## src/rtl/regfile_wb_arbiter_pkg.sv

```systemverilog
// Shared constants and enumerations for the register-file writeback arbiter.
package regfile_pkg;

  localparam int unsigned ADDR_W   = 5;
  localparam int unsigned DATA_W   = 32;
  localparam int unsigned NUM_REGS = 32;

  typedef enum logic {
    WB_ALU = 1'b0,
    WB_LSU = 1'b1
  } wb_src_e;

  typedef enum logic {
    ST_RUN,
    ST_DRAIN
  } fsm_state_e;

endpackage

```

## src/rtl/regfile_wb_arbiter_if.sv

```systemverilog
// Writeback and reservation handshakes between the pipeline and the arbiter.
interface regfile_wb_arbiter_if #(
  parameter int unsigned ADDR_W = regfile_pkg::ADDR_W,
  parameter int unsigned DATA_W = regfile_pkg::DATA_W
);

  logic              wb0_valid;
  logic [ADDR_W-1:0] wb0_addr;
  logic [DATA_W-1:0] wb0_data;
  logic              wb0_ready;

  logic              wb1_valid;
  logic [ADDR_W-1:0] wb1_addr;
  logic [DATA_W-1:0] wb1_data;
  logic              wb1_ready;

  logic              rsv_valid;
  logic [ADDR_W-1:0] rsv_addr;
  logic              rsv_ready;

  modport master (
    output wb0_valid, wb0_addr, wb0_data,
    input  wb0_ready,
    output wb1_valid, wb1_addr, wb1_data,
    input  wb1_ready,
    output rsv_valid, rsv_addr,
    input  rsv_ready
  );

  modport slave (
    input  wb0_valid, wb0_addr, wb0_data,
    output wb0_ready,
    input  wb1_valid, wb1_addr, wb1_data,
    output wb1_ready,
    input  rsv_valid, rsv_addr,
    output rsv_ready
  );

endinterface

```

## src/rtl/regfile_wb_arbiter_rr.sv

```systemverilog
// Two-way round-robin arbiter; the last-grant pointer moves only on a transfer.
module rr_arbiter2 (
  input  logic       clk,
  input  logic       rst_n,
  input  logic [1:0] req,
  input  logic       adv,
  output logic [1:0] gnt
);
  import regfile_pkg::*;

  wb_src_e last;

  // Grant the requester that did not win last time when both ask.
  always_comb begin
    gnt = '0;
    if (req == 2'b11) begin
      gnt = (last == WB_ALU) ? 2'b10 : 2'b01;
    end else begin
      gnt = req;
    end
  end

  // Remember which source won the most recent transfer.
  always_ff @(posedge clk or negedge rst_n) begin
    if (!rst_n) begin
      last <= WB_ALU;
    end else if (adv) begin
      last <= gnt[1] ? WB_LSU : WB_ALU;
    end
  end

endmodule

```

## src/rtl/regfile_wb_arbiter.sv

```systemverilog
// Shares the register file write port between the ALU and load/MC writeback
// sources and tracks pending destination registers for decode hazard stalls.
module regfile_wb_arbiter #(
  parameter int unsigned DATA_W   = regfile_pkg::DATA_W,
  parameter int unsigned ADDR_W   = regfile_pkg::ADDR_W,
  parameter int unsigned NUM_REGS = regfile_pkg::NUM_REGS
) (
  input  logic                  clk,
  input  logic                  rst_n,
  regfile_wb_arbiter_if.slave   bus,
  input  logic [ADDR_W-1:0]     rs_addr,
  input  logic [ADDR_W-1:0]     rt_addr,
  output logic                  stall,
  input  logic                  flush,
  output logic                  flush_done,
  output logic                  rf_we,
  output logic [ADDR_W-1:0]     rf_waddr,
  output logic [DATA_W-1:0]     rf_wdata,
  output logic [NUM_REGS-1:0]   busy
);
  import regfile_pkg::*;

  fsm_state_e          state;
  fsm_state_e          state_next;
  logic                drain_exit;
  logic [1:0]          gnt;
  logic                xfer;
  logic [ADDR_W-1:0]   xfer_addr;
  logic [DATA_W-1:0]   xfer_data;
  logic                rsv_fire;
  logic [NUM_REGS-1:0] busy_next;

  rr_arbiter2 u_arb (
    .clk   (clk),
    .rst_n (rst_n),
    .req   ({bus.wb1_valid, bus.wb0_valid}),
    .adv   (xfer),
    .gnt   (gnt)
  );

  // Handshake outputs are forced low while reset is held.
  always_comb begin
    bus.wb0_ready = rst_n & gnt[0];
    bus.wb1_ready = rst_n & gnt[1];
    xfer          = |gnt;
    xfer_addr     = gnt[1] ? bus.wb1_addr : bus.wb0_addr;
    xfer_data     = gnt[1] ? bus.wb1_data : bus.wb0_data;
    bus.rsv_ready = rst_n & (state == ST_RUN) &
                    ((bus.rsv_addr == '0) | ~busy[bus.rsv_addr]);
    rsv_fire      = bus.rsv_valid & bus.rsv_ready;
  end

  // Decode hazard detection; register 0 never stalls.
  always_comb begin
    stall = ((rs_addr != '0) & busy[rs_addr]) |
            ((rt_addr != '0) & busy[rt_addr]);
  end

  // Flush sequencing: DRAIN waits for both sources and the write pipe to empty.
  always_comb begin
    state_next = state;
    drain_exit = 1'b0;
    case (state)
      ST_RUN: begin
        if (flush) state_next = ST_DRAIN;
      end
      ST_DRAIN: begin
        if (!bus.wb0_valid && !bus.wb1_valid && !rf_we) begin
          state_next = ST_RUN;
          drain_exit = 1'b1;
        end
      end
      default: state_next = ST_RUN;
    endcase
  end

  // FSM state register.
  always_ff @(posedge clk or negedge rst_n) begin
    if (!rst_n) state <= ST_RUN;
    else        state <= state_next;
  end

  // Scoreboard update: retire the register being written, then add the new
  // reservation; a completed drain wipes everything.
  always_comb begin
    busy_next = busy;
    if (rf_we) busy_next[rf_waddr] = 1'b0;
    if (rsv_fire) busy_next[bus.rsv_addr] = 1'b1;
    busy_next[0] = 1'b0;
    if (drain_exit) busy_next = '0;
  end

  // Scoreboard register.
  always_ff @(posedge clk or negedge rst_n) begin
    if (!rst_n) busy <= '0;
    else        busy <= busy_next;
  end

  // Registered write port and flush completion pulse.
  always_ff @(posedge clk or negedge rst_n) begin
    if (!rst_n) begin
      rf_we      <= 1'b0;
      rf_waddr   <= '0;
      rf_wdata   <= '0;
      flush_done <= 1'b0;
    end else begin
      rf_we      <= xfer & (xfer_addr != '0);
      flush_done <= drain_exit;
      if (xfer) begin
        rf_waddr <= xfer_addr;
        rf_wdata <= xfer_data;
      end
    end
  end

endmodule

```

## src/flat_wrapper.sv

```systemverilog
// flat-port wrapper written by rule: the top's interface ports become plain ports
module regfile_wb_arbiter_flat import regfile_pkg::*;
#(
  parameter int unsigned DATA_W   = regfile_pkg::DATA_W,
  parameter int unsigned ADDR_W   = regfile_pkg::ADDR_W,
  parameter int unsigned NUM_REGS = regfile_pkg::NUM_REGS
)
  (clk, rst_n, rs_addr, rt_addr, stall, flush, flush_done, rf_we, rf_waddr, rf_wdata, busy, bus_wb0_valid, bus_wb0_addr, bus_wb0_data, bus_wb0_ready, bus_wb1_valid, bus_wb1_addr, bus_wb1_data, bus_wb1_ready, bus_rsv_valid, bus_rsv_addr, bus_rsv_ready);
  regfile_wb_arbiter_if #(.ADDR_W(ADDR_W), .DATA_W(DATA_W)) bus_i ();
  input  logic clk;
  input  logic rst_n;
  input  logic [ADDR_W-1:0] rs_addr;
  input  logic [ADDR_W-1:0] rt_addr;
  output logic stall;
  input  logic flush;
  output logic flush_done;
  output logic rf_we;
  output logic [ADDR_W-1:0] rf_waddr;
  output logic [DATA_W-1:0] rf_wdata;
  output logic [NUM_REGS-1:0] busy;
  input wire logic [$bits(bus_i.wb0_valid)-1:0] bus_wb0_valid;
  input wire logic [$bits(bus_i.wb0_addr)-1:0] bus_wb0_addr;
  input wire logic [$bits(bus_i.wb0_data)-1:0] bus_wb0_data;
  output wire logic [$bits(bus_i.wb0_ready)-1:0] bus_wb0_ready;
  input wire logic [$bits(bus_i.wb1_valid)-1:0] bus_wb1_valid;
  input wire logic [$bits(bus_i.wb1_addr)-1:0] bus_wb1_addr;
  input wire logic [$bits(bus_i.wb1_data)-1:0] bus_wb1_data;
  output wire logic [$bits(bus_i.wb1_ready)-1:0] bus_wb1_ready;
  input wire logic [$bits(bus_i.rsv_valid)-1:0] bus_rsv_valid;
  input wire logic [$bits(bus_i.rsv_addr)-1:0] bus_rsv_addr;
  output wire logic [$bits(bus_i.rsv_ready)-1:0] bus_rsv_ready;
  assign bus_i.wb0_valid = bus_wb0_valid;
  assign bus_i.wb0_addr = bus_wb0_addr;
  assign bus_i.wb0_data = bus_wb0_data;
  assign bus_wb0_ready = bus_i.wb0_ready;
  assign bus_i.wb1_valid = bus_wb1_valid;
  assign bus_i.wb1_addr = bus_wb1_addr;
  assign bus_i.wb1_data = bus_wb1_data;
  assign bus_wb1_ready = bus_i.wb1_ready;
  assign bus_i.rsv_valid = bus_rsv_valid;
  assign bus_i.rsv_addr = bus_rsv_addr;
  assign bus_rsv_ready = bus_i.rsv_ready;
  regfile_wb_arbiter #(.DATA_W(DATA_W), .ADDR_W(ADDR_W), .NUM_REGS(NUM_REGS)) u_core (.clk(clk), .rst_n(rst_n), .bus(bus_i), .rs_addr(rs_addr), .rt_addr(rt_addr), .stall(stall), .flush(flush), .flush_done(flush_done), .rf_we(rf_we), .rf_waddr(rf_waddr), .rf_wdata(rf_wdata), .busy(busy));
endmodule
```

## config.mk

```make
export PLATFORM = sky130hd
export DESIGN_NAME = regfile_wb_arbiter_flat
export DESIGN_NICKNAME = d
export VERILOG_FILES = /design/src/rtl/regfile_wb_arbiter_pkg.sv /design/src/rtl/regfile_wb_arbiter_if.sv /design/src/rtl/regfile_wb_arbiter_rr.sv /design/src/rtl/regfile_wb_arbiter.sv /design/src/flat_wrapper.sv
export SDC_FILE = /design/constraint.sdc
export NUM_CORES = 1
export LEC_CHECK = 0
export CORE_MARGIN = 4
export CORE_UTILIZATION = 45
export CTS_BUF_LIST = sky130_fd_sc_hd__clkbuf_16
export DETAILED_ROUTE_END_ITERATION = 6
export GPL_ROUTABILITY_DRIVEN = 1
export GPL_TIMING_DRIVEN = 0
export PLACE_DENSITY = 0.82
export SLEW_MARGIN = 20
export SYNTH_ARGS = -nofsm -noshare
export SYNTH_HDL_FRONTEND = slang
export SYNTH_SLANG_ARGS = --single-unit
```

## constraint.sdc

```tcl
create_clock -name clk -period 3 [get_ports clk]
set_input_delay 0.6 -clock clk [delete_from_list [all_inputs] [get_ports clk]]
set_output_delay 0.6 -clock clk [all_outputs]
set_load 0.005 [all_outputs]
```

==> results of run 1 <==
==> where the power goes <==
group | internal [W] | switching, W
combinational | 0.000484 | 0.000380
clock | 0.000730 | 0.000436
sequential | 0.00106 | 0.0000800
==> routing by layer <==
layer	track usage, %	up-vias	part of all wire, %	wire length [um]
li1	-	2136	-	-
met1	32.4	2298	38	6250
met2	48.1	308	48	7960
met3	9.66	43	11	1850
met4	9.92	0	2.5	414
met5	0	-	0	0
==> state kept, by name, summed over array words and instances (netlist names) <==
signal and cells:
u_core.rf_waddr 5, u_core.rf_we 1, u_core.rf_wdata 32, u_core.busy 31
u_core.u_arb.last 1, u_core.flush_done 1, u_core.state 1
==> worst paths after layout <==
check | from | end | slack, ns
hold reg to reg | u_core.rf_wdata[17] | u_core.rf_wdata[17] | 0.54
min in group clk | u_core.rf_wdata[17] | u_core.rf_wdata[17] | 0.54
setup / recovery | bus_rsv_addr[0] | bus_rsv_ready | -0.02
max in group asynchronous | rst_n | u_core.busy[31] | 2.44
hold / removal | rst_n | u_core.busy[24] | 0.07
setup reg to reg | u_core.busy[30] | u_core.busy[19] | 1.00
==> final cells by class <==
class                   count  area (um^2)
fillers                   672         2800
multi-input cells         359         2500
repair buffers            178         1850
flip-flops and latches     72         1800
clock buffers               9          225
plain buffers              33          211
well taps                 133          166
clock inverters             7         93.8
inverters                   7         26.3
==> kinds of logic (layout without fill, tap and decap cells) <==
kind of cell | Yosys count | in the layout | synth area share (%)
other | 1 | 1 | 0.0842
and+or+nand+nor | 174 | 174 | 18.0
AOI/OAI and AO/OA | 113 | 113 | 16.4
muxes | 71 | 71 | 20.8
DFF | 72 | 72 | 40.5
buffers and inverters | 42 | 234 | 4.19
==> per-stage QoR <==
step | util, % | hold slack [ns] | cells
2_1_floorplan | - | 0.304 | 473
3_3_place_gp | 64.7 | 0.527 | 770
3_5_place_dp | 64.9 | 0.539 | 771
4_1_cts | 70.0 | 0.124 | 794
5_1_grt | 71.1 | 0.0704 | 798
6_report | 71.1 | 0.0700 | 798
==> what timing repair did <==
item | CTS | global route
setup endpoints to repair | 4 | 3
cloned | 2 | 2
pin swaps | 1 | 1
buffers inserted | 7 | 2
hold endpoints to repair | 0 | 0
gates resized for setup | 33 | 14
==> synth_stat cells, types with 9 or more instances <==
cell	number	area, um^2
a21oi_1	9	45.0
clkbuf_1	16	60.1
dfrtp_1	72	1800
mux2_2	37	417
mux2i_1	20	200
mux4_2	12	270
nand2_1	29	109
nand3_1	16	80.1
nor2_1	87	327
o211ai_1	16	120
o21ai_0	19	95.1
o22ai_1	50	313
==> metrics.md, run 1 <==
| Metric | Value |
|---|---|
| Outcome | `finished with violations` |
| Failing checks | `setup timing` |
| Initial antenna violation count | `0` |
| Netlist cell types | `43` |
| RSZ-0062 raised after global routing | `yes` |
| Initial Util | `46.0%` |
| Max Freq | `0.332 GHz` |
| Worst Tran Pin Value | `0.593 ns` |
| Synth-to-Final Area Change | `54.6%` |
| Share of cells above drive strength 1 | `16.4%` |
| Synth Net Count | `568` |
| Tot GR Track Use | `28.0%` |
| Die span in x | `107 um` |
| Number of global-route vias before repair | `4977` |
| Max rail drop VDD | `345 uV` |
| Avg Inst Size Synth | `9.41 um^2` |
| Core box area | `roughly 9700 um^2` |
| Buf+Inv Stages, Crit Path | `2` |
| Share of the clock period used by the worst path | `101%` |
| N_diodes | `0` |
| Slowest stage delay, CP | `0.54 ns` |
| CP delay by family, top | `buffers and inverters` |
| Slew Limit Fails | `0` |
| IO buf count | `164` |
| Synth Register Bits | `72` |
| CTS clk-pin slew, worst paths | `0.06 ns` |
| Rows | `36` |
| Final Hold Vio Count | `0` |
| FF-to-FF path depth | `6` |
| Register area share after synthesis | `40.5%` |
| Via density | `6.00` |
| Critical Path AT | `2.42 ns` |
| Post-synth EDFFs | `0` |
| Clk sink count | `72` |
| Post-Syn Area | `4450 um^2` |
| CP max stage cell | `mux4_2` |
| Highest-count cells in the layout ignoring fill and taps | `clkdlybuf4s50_1 (156), nor2_1 (86), dfrtp_1 (72), o22ai_1 (50), mux2_2 (37)` |
| Minimum clock period | `3.02 ns` |
| DP Worst Slack | `-0.620 ns` |
| Tightest Hold Check Type | `in2async` |
| Boundary Pins | `170` |
| Worst Path Max Fanout | `5` |
| Final Wtd Congestion | `approximately 0.96` |
| First-pass GRT wire length | `25400 um` |
| Avg WL per Cell | `~21 um` |
| Worst skew pair latency | `0.33 ns` |
| Setup ws final | `-0.0159 ns` |
| Synth Instances | `473` |
| Grt total ovfl | `0` |
| Slew margin rel. | `60.5%` |
| Pin count of the biggest net entering global routing | `31` |
| Final setup TNS | `-0.0159 ns` |
| Number of H-tree levels | `3` |
| Max Cap Violations | `0` |
| Post-route ant nets | `0` |
| Top_reg_cell synth | `dfrtp_1` |
| Placed Area | `6290 um^2` |
| CP Depth | `7` |
| Critical Path Source Type | `input port` |
| Pleak | `around 2.8 nW` |
| DRC | `0` |
| Detailed placement HPWL | `between 10000 and 15000 um` |
| Clock root buffer | `clkbuf_16` |
| Final wirelength | `between 15000 and 20000 um` |
| Total power | `0.00317 W` |
| Clock Skew | `0.00732 ns` |
| Yosys warnings | `0` |
| Die Y | `roughly 110 um` |
| Post-route cell area | `6880 um^2` |
| Most common cell after layout, fill and taps aside | `clkdlybuf4s50_1` |
| Post-CTS Hold Fix Bufs | `0` |
| Die Footprint | `11600 um^2` |
| CTS tree | `done` |
| DRT Pass-1 Iters | `5` |
| Async S/R FF share, synth | `100%` |
| DR vias | `roughly 4.8k` |
| Clock Tree Buf Depth | `2` |
| Final setup fails | `1` |
| CP Data Required Time | `between 2 and 2.5 ns` |
| Initial DRC Count | `353` |
| Crit end category | `output pin` |
| Pwr dens | `461 nW/um^2` |
| Num CTS Buffers | `9` |
| Net count, final | `755` |
| Kind of critical path | `in2out` |
| Crit path cell chain | `clkbuf_4 -> mux4_2 -> nor2b_1 -> a31oi_4 -> nand2_4 -> nor2_2 -> clkdlybuf4s50_1` |
(Power assumes the default switching activity.)
==> run 2: changes to the inputs <==
--- a/config.mk
+++ b/config.mk
@@ -6,13 +6,14 @@
 export NUM_CORES = 1
 export LEC_CHECK = 0
 export CORE_MARGIN = 4
-export CORE_UTILIZATION = 45
+export CORE_UTILIZATION = 44
 export CTS_BUF_LIST = sky130_fd_sc_hd__clkbuf_16
 export DETAILED_ROUTE_END_ITERATION = 6
 export GPL_ROUTABILITY_DRIVEN = 1
 export GPL_TIMING_DRIVEN = 0
-export PLACE_DENSITY = 0.82
+export PLACE_DENSITY = 0.81
 export SLEW_MARGIN = 20
 export SYNTH_ARGS = -nofsm -noshare
 export SYNTH_HDL_FRONTEND = slang
+export SYNTH_HIERARCHICAL = 1
 export SYNTH_SLANG_ARGS = --single-unit
==> metrics.md, run 2 <==
| Metric | Value |
|---|---|
| Reg2Reg Setup Slack | `0.81 ns (-0.19 ns)` |
| Async S/R FF share, synth | `100% (unchanged)` |
| Fill cell count | `701 (+4.3%)` |
| First-pass GRT wire length | `24100 um (-5.3%)` |
| Max Cap Violations | `0 (unchanged)` |
| Boundary Pins | `170 (unchanged)` |
| Pwr dens | `461 nW/um^2 (about the same)` |
| Top_reg_cell synth | `dfrtp_1` |
| Outcome | `complete, no violations` |
| Post-route ant nets | `0 (unchanged)` |
| Yosys top cell area share | `42.2% (+1.8 points)` |
| Reg2Reg Launch Point | `u_core/busy[23]` |
| Crit path cell chain | `buf_4 -> mux4_2 -> nand2b_1 -> o211ai_1 -> nand4_1 -> or4_1 -> clkdlybuf4s15_1` |
| Yosys warnings | `6 (+6)` |
| Share of cells above drive strength 1 | `14.6% (-1.8 points)` |
| Avg Inst Size Synth | `10.4 um^2 (+11%)` |
| RR Endpoint | `u_core/busy[31]` |
| Most frequent cell after synthesis | `dfrtp_1` |
| Synth Net Count | `504 (-11%)` |
| Number of H-tree levels | `3 (unchanged)` |
| Post-synth top cells | `dfrtp_1 (72), mux2i_1 (44), nand2_1 (44), o21ai_0 (40), o211ai_1 (33)` |
| Net count, final | `680 (-9.9%)` |
| CTS tree | `done` |
| Clock Skew | `0.00333 ns (-0.00399 ns)` |
| Number of flip-flops under the largest register name | `32 (unchanged)` |
| Final wirelength | `15400 um (-6.5%)` |
| Critical Path AT | `2.35 ns (-0.07 ns)` |
| Worst skew pair latency | `0.33 ns (about the same)` |
| Die Y | `106 um (-0.92%)` |
| Minimum clock period | `2.95 ns (-0.0653 ns)` |
| Initial antenna violation count | `0 (unchanged)` |
| Register area | `1810 um^2 (+0.62%)` |
| Synth-to-Final Area Change | `50.8%` |
| Reg with most FFs | `u_core/rf_wdata` |
| Core box area | `9330 um^2 (-3.7%)` |
| Via density | `6.00 (about the same)` |
| Final setup fails | `0 (-1)` |
| Worst Path Max Fanout | `10 (+5)` |
| Critical Path Source Type | `input port` |
| FF-to-FF path depth | `5 (-1)` |
| Pleak | `2.58 nW (-7.4%)` |
| Initial DRC Count | `335 (-5.1%)` |
| DR vias | `4314 (-9.8%)` |
| Slew Limit Fails | `0 (unchanged)` |
| Number of global-route vias before repair | `4561 (-8.4%)` |
| Final setup TNS | `0 ns (+0.0159 ns)` |
| Die Footprint | `11300 um^2 (-1.8%)` |
| Clock root buffer | `clkbuf_16` |
| IO buf count | `160 (-2.4%)` |
| Synth Instances | `409 (-14%)` |
| Post-CTS Hold Fix Bufs | `0 (unchanged)` |
| CP max stage cell | `or4_1` |
| Most common cell after layout, fill and taps aside | `clkdlybuf4s50_1` |
| CP Data Required Time | `2.40 ns (about the same)` |
| Grt total ovfl | `0 (unchanged)` |
| Clock Tree Buf Depth | `2 (unchanged)` |
| Final Wtd Congestion | `0.934 (-3.1%)` |
| Pin count of the biggest net entering global routing | `51 (+65%)` |
| DRC | `0 (unchanged)` |
| Main area contributors after synthesis | `dfrtp_1 (42%), mux2i_1 (10%), mux4_2 (8.4%), o211ai_1 (5.8%), o21ai_0 (4.7%)` |
| Post-synth EDFFs | `0 (unchanged)` |
| Final Hold Vio Count | `0 (unchanged)` |
| Avg WL per Cell | `21.4 um (+3.8%)` |
| Highest-count cells in the layout ignoring fill and taps | `clkdlybuf4s50_1 (154), dfrtp_1 (63), mux2i_1 (44), nand2_1 (43), o21ai_0 (40)` |
| Largest regs | `u_core/rf_wdata: 32 flops, u_core/busy: 31 flops, u_core/rf_waddr: 5 flops` |
| Max Freq | `0.339 GHz (+2.2%)` |
| Slew margin rel. | `47.5% (-13 points)` |
| Slowest stage delay, CP | `0.52 ns (-0.02 ns)` |
| DRT Pass-1 Iters | `5 (unchanged)` |
| N_diodes | `0 (unchanged)` |
| Crit end category | `output pin` |
| Rows | `35 (-2.8%)` |
| Tot GR Track Use | `27.3% (-0.69 points)` |
| Top cell type by total area after synthesis | `dfrtp_1` |
| Worst Tran Pin Value | `0.788 ns (+0.195 ns)` |
| Multi-input gate area | `2320 um^2 (-7.5%)` |
| Netlist cell types | `48 (+12%)` |
| Synth Register Bits | `72 (unchanged)` |
| Clk sink count | `72 (unchanged)` |
| Max rail drop VDD | `302 uV (-12%)` |
| Kind of critical path | `in2out` |
| Tightest Hold Check Type | `in2async` |
| Die span in x | `106 um (-0.92%)` |
| Register area share after synthesis | `42.2% (+1.8 points)` |
| Post-Syn Area | `4270 um^2 (-4.2%)` |
| Initial Util | `45.8% (-0.23 points)` |
| CTS clk-pin slew, worst paths | `0.06 ns (about the same)` |
| Detailed placement HPWL | `11500 um (-3.6%)` |
| Num CTS Buffers | `9 (unchanged)` |
| Post-Route Utilization | `69.0% (-2.1 points)` |
| Share of the clock period used by the worst path | `98.4% (-2.2 points)` |
==> run 2: cell types whose count changed after synthesis, moves of 12 or more <==
cell	previous run	this run
nor2_1	87	10
o211ai_1	16	33
clkbuf_1	16	28
mux2_2	37	6
mux2i_1	20	44
o22ai_1	50	1
nand2_1	29	44
o21ai_1	3	18
o21ai_0	19	40
==> run 2: where the power goes <==
group,switching (W),internal [W],total (W)
clock,0.000392,0.000628,0.00102
combinational,0.000362,0.000430,0.000792
sequential,0.0000817,0.00107,0.00115
==> run 2: kinds of logic after synthesis <==
family / after synthesis / share of synthesized area [%]
compound gates: 120 / 18.4
simple gates: 110 / 14.1
flops: 72 / 42.2
mux: 69 / 21.3
buf+inv: 37 / 3.84
other cells: 1 / 0.0879
==> run 2: area by class of cell <==
cell class              count  area share [%]
plain buffers              34            3.11
clock inverters             7           0.855
well taps                 129            2.51
clock buffers               9            3.50
flip-flops and latches     72            28.2
multi-input cells         300            36.0
repair buffers            166            25.8
inverters                   2           0.117
==> run 2: worst max path at each step <==
stage	startpoint	end	depth (start not counted)
after detailed placement	bus_rsv_addr[1]	bus_rsv_ready	7
after floorplan	rs_addr[0]	stall	6
after CTS	bus_wb0_valid	bus_wb0_ready	6
final	rt_addr[0]	stall	7
after global placement	rst_n	u_core/busy[6]	6
after global routing	rt_addr[0]	stall	7
==> run 2: layer usage <==
layer / vias to the layer above / share of wire, % / global-route usage (%)
met1: 2086 / 38 / 33.3
met2: 290 / 49 / 45.2
met5: - / 0 / 0
li1: 1892 / - / -
met4: 0 / 3.0 / 9.77
met3: 46 / 11 / 9.11
==> run 2: through the flow <==
stage	instances	setup WS, ns	area (um^2)	total power [W]	hold WS, ns
final	719	0.0494	6440	0.00297	0.181
after global routing	719	-0.00367	6440	0.00310	0.197
after CTS	718	0.00519	6390	0.00297	0.194
after detailed placement	699	-0.719	6060	0.00194	0.541
after global placement	698	-2.20	6030	0.00191	0.546
after floorplan	409	0.270	4270	0.00146	0.304
==> run 2: timing repair <==
item                       in CTS  in global routing
setup buffers                   3                  2
pin swaps                       1                  2
setup endpoints to repair       4                  4
gates resized for setup        28                 21
==> run 2: worst max-delay path: cells and delay by family <==
kind,cells,cell delay [ns]
AND/OR/NAND/NOR,3,0.79
buffers and inverters,2,0.36
multiplexers,1,0.49
AO/OA/AOI/OAI,1,0.10
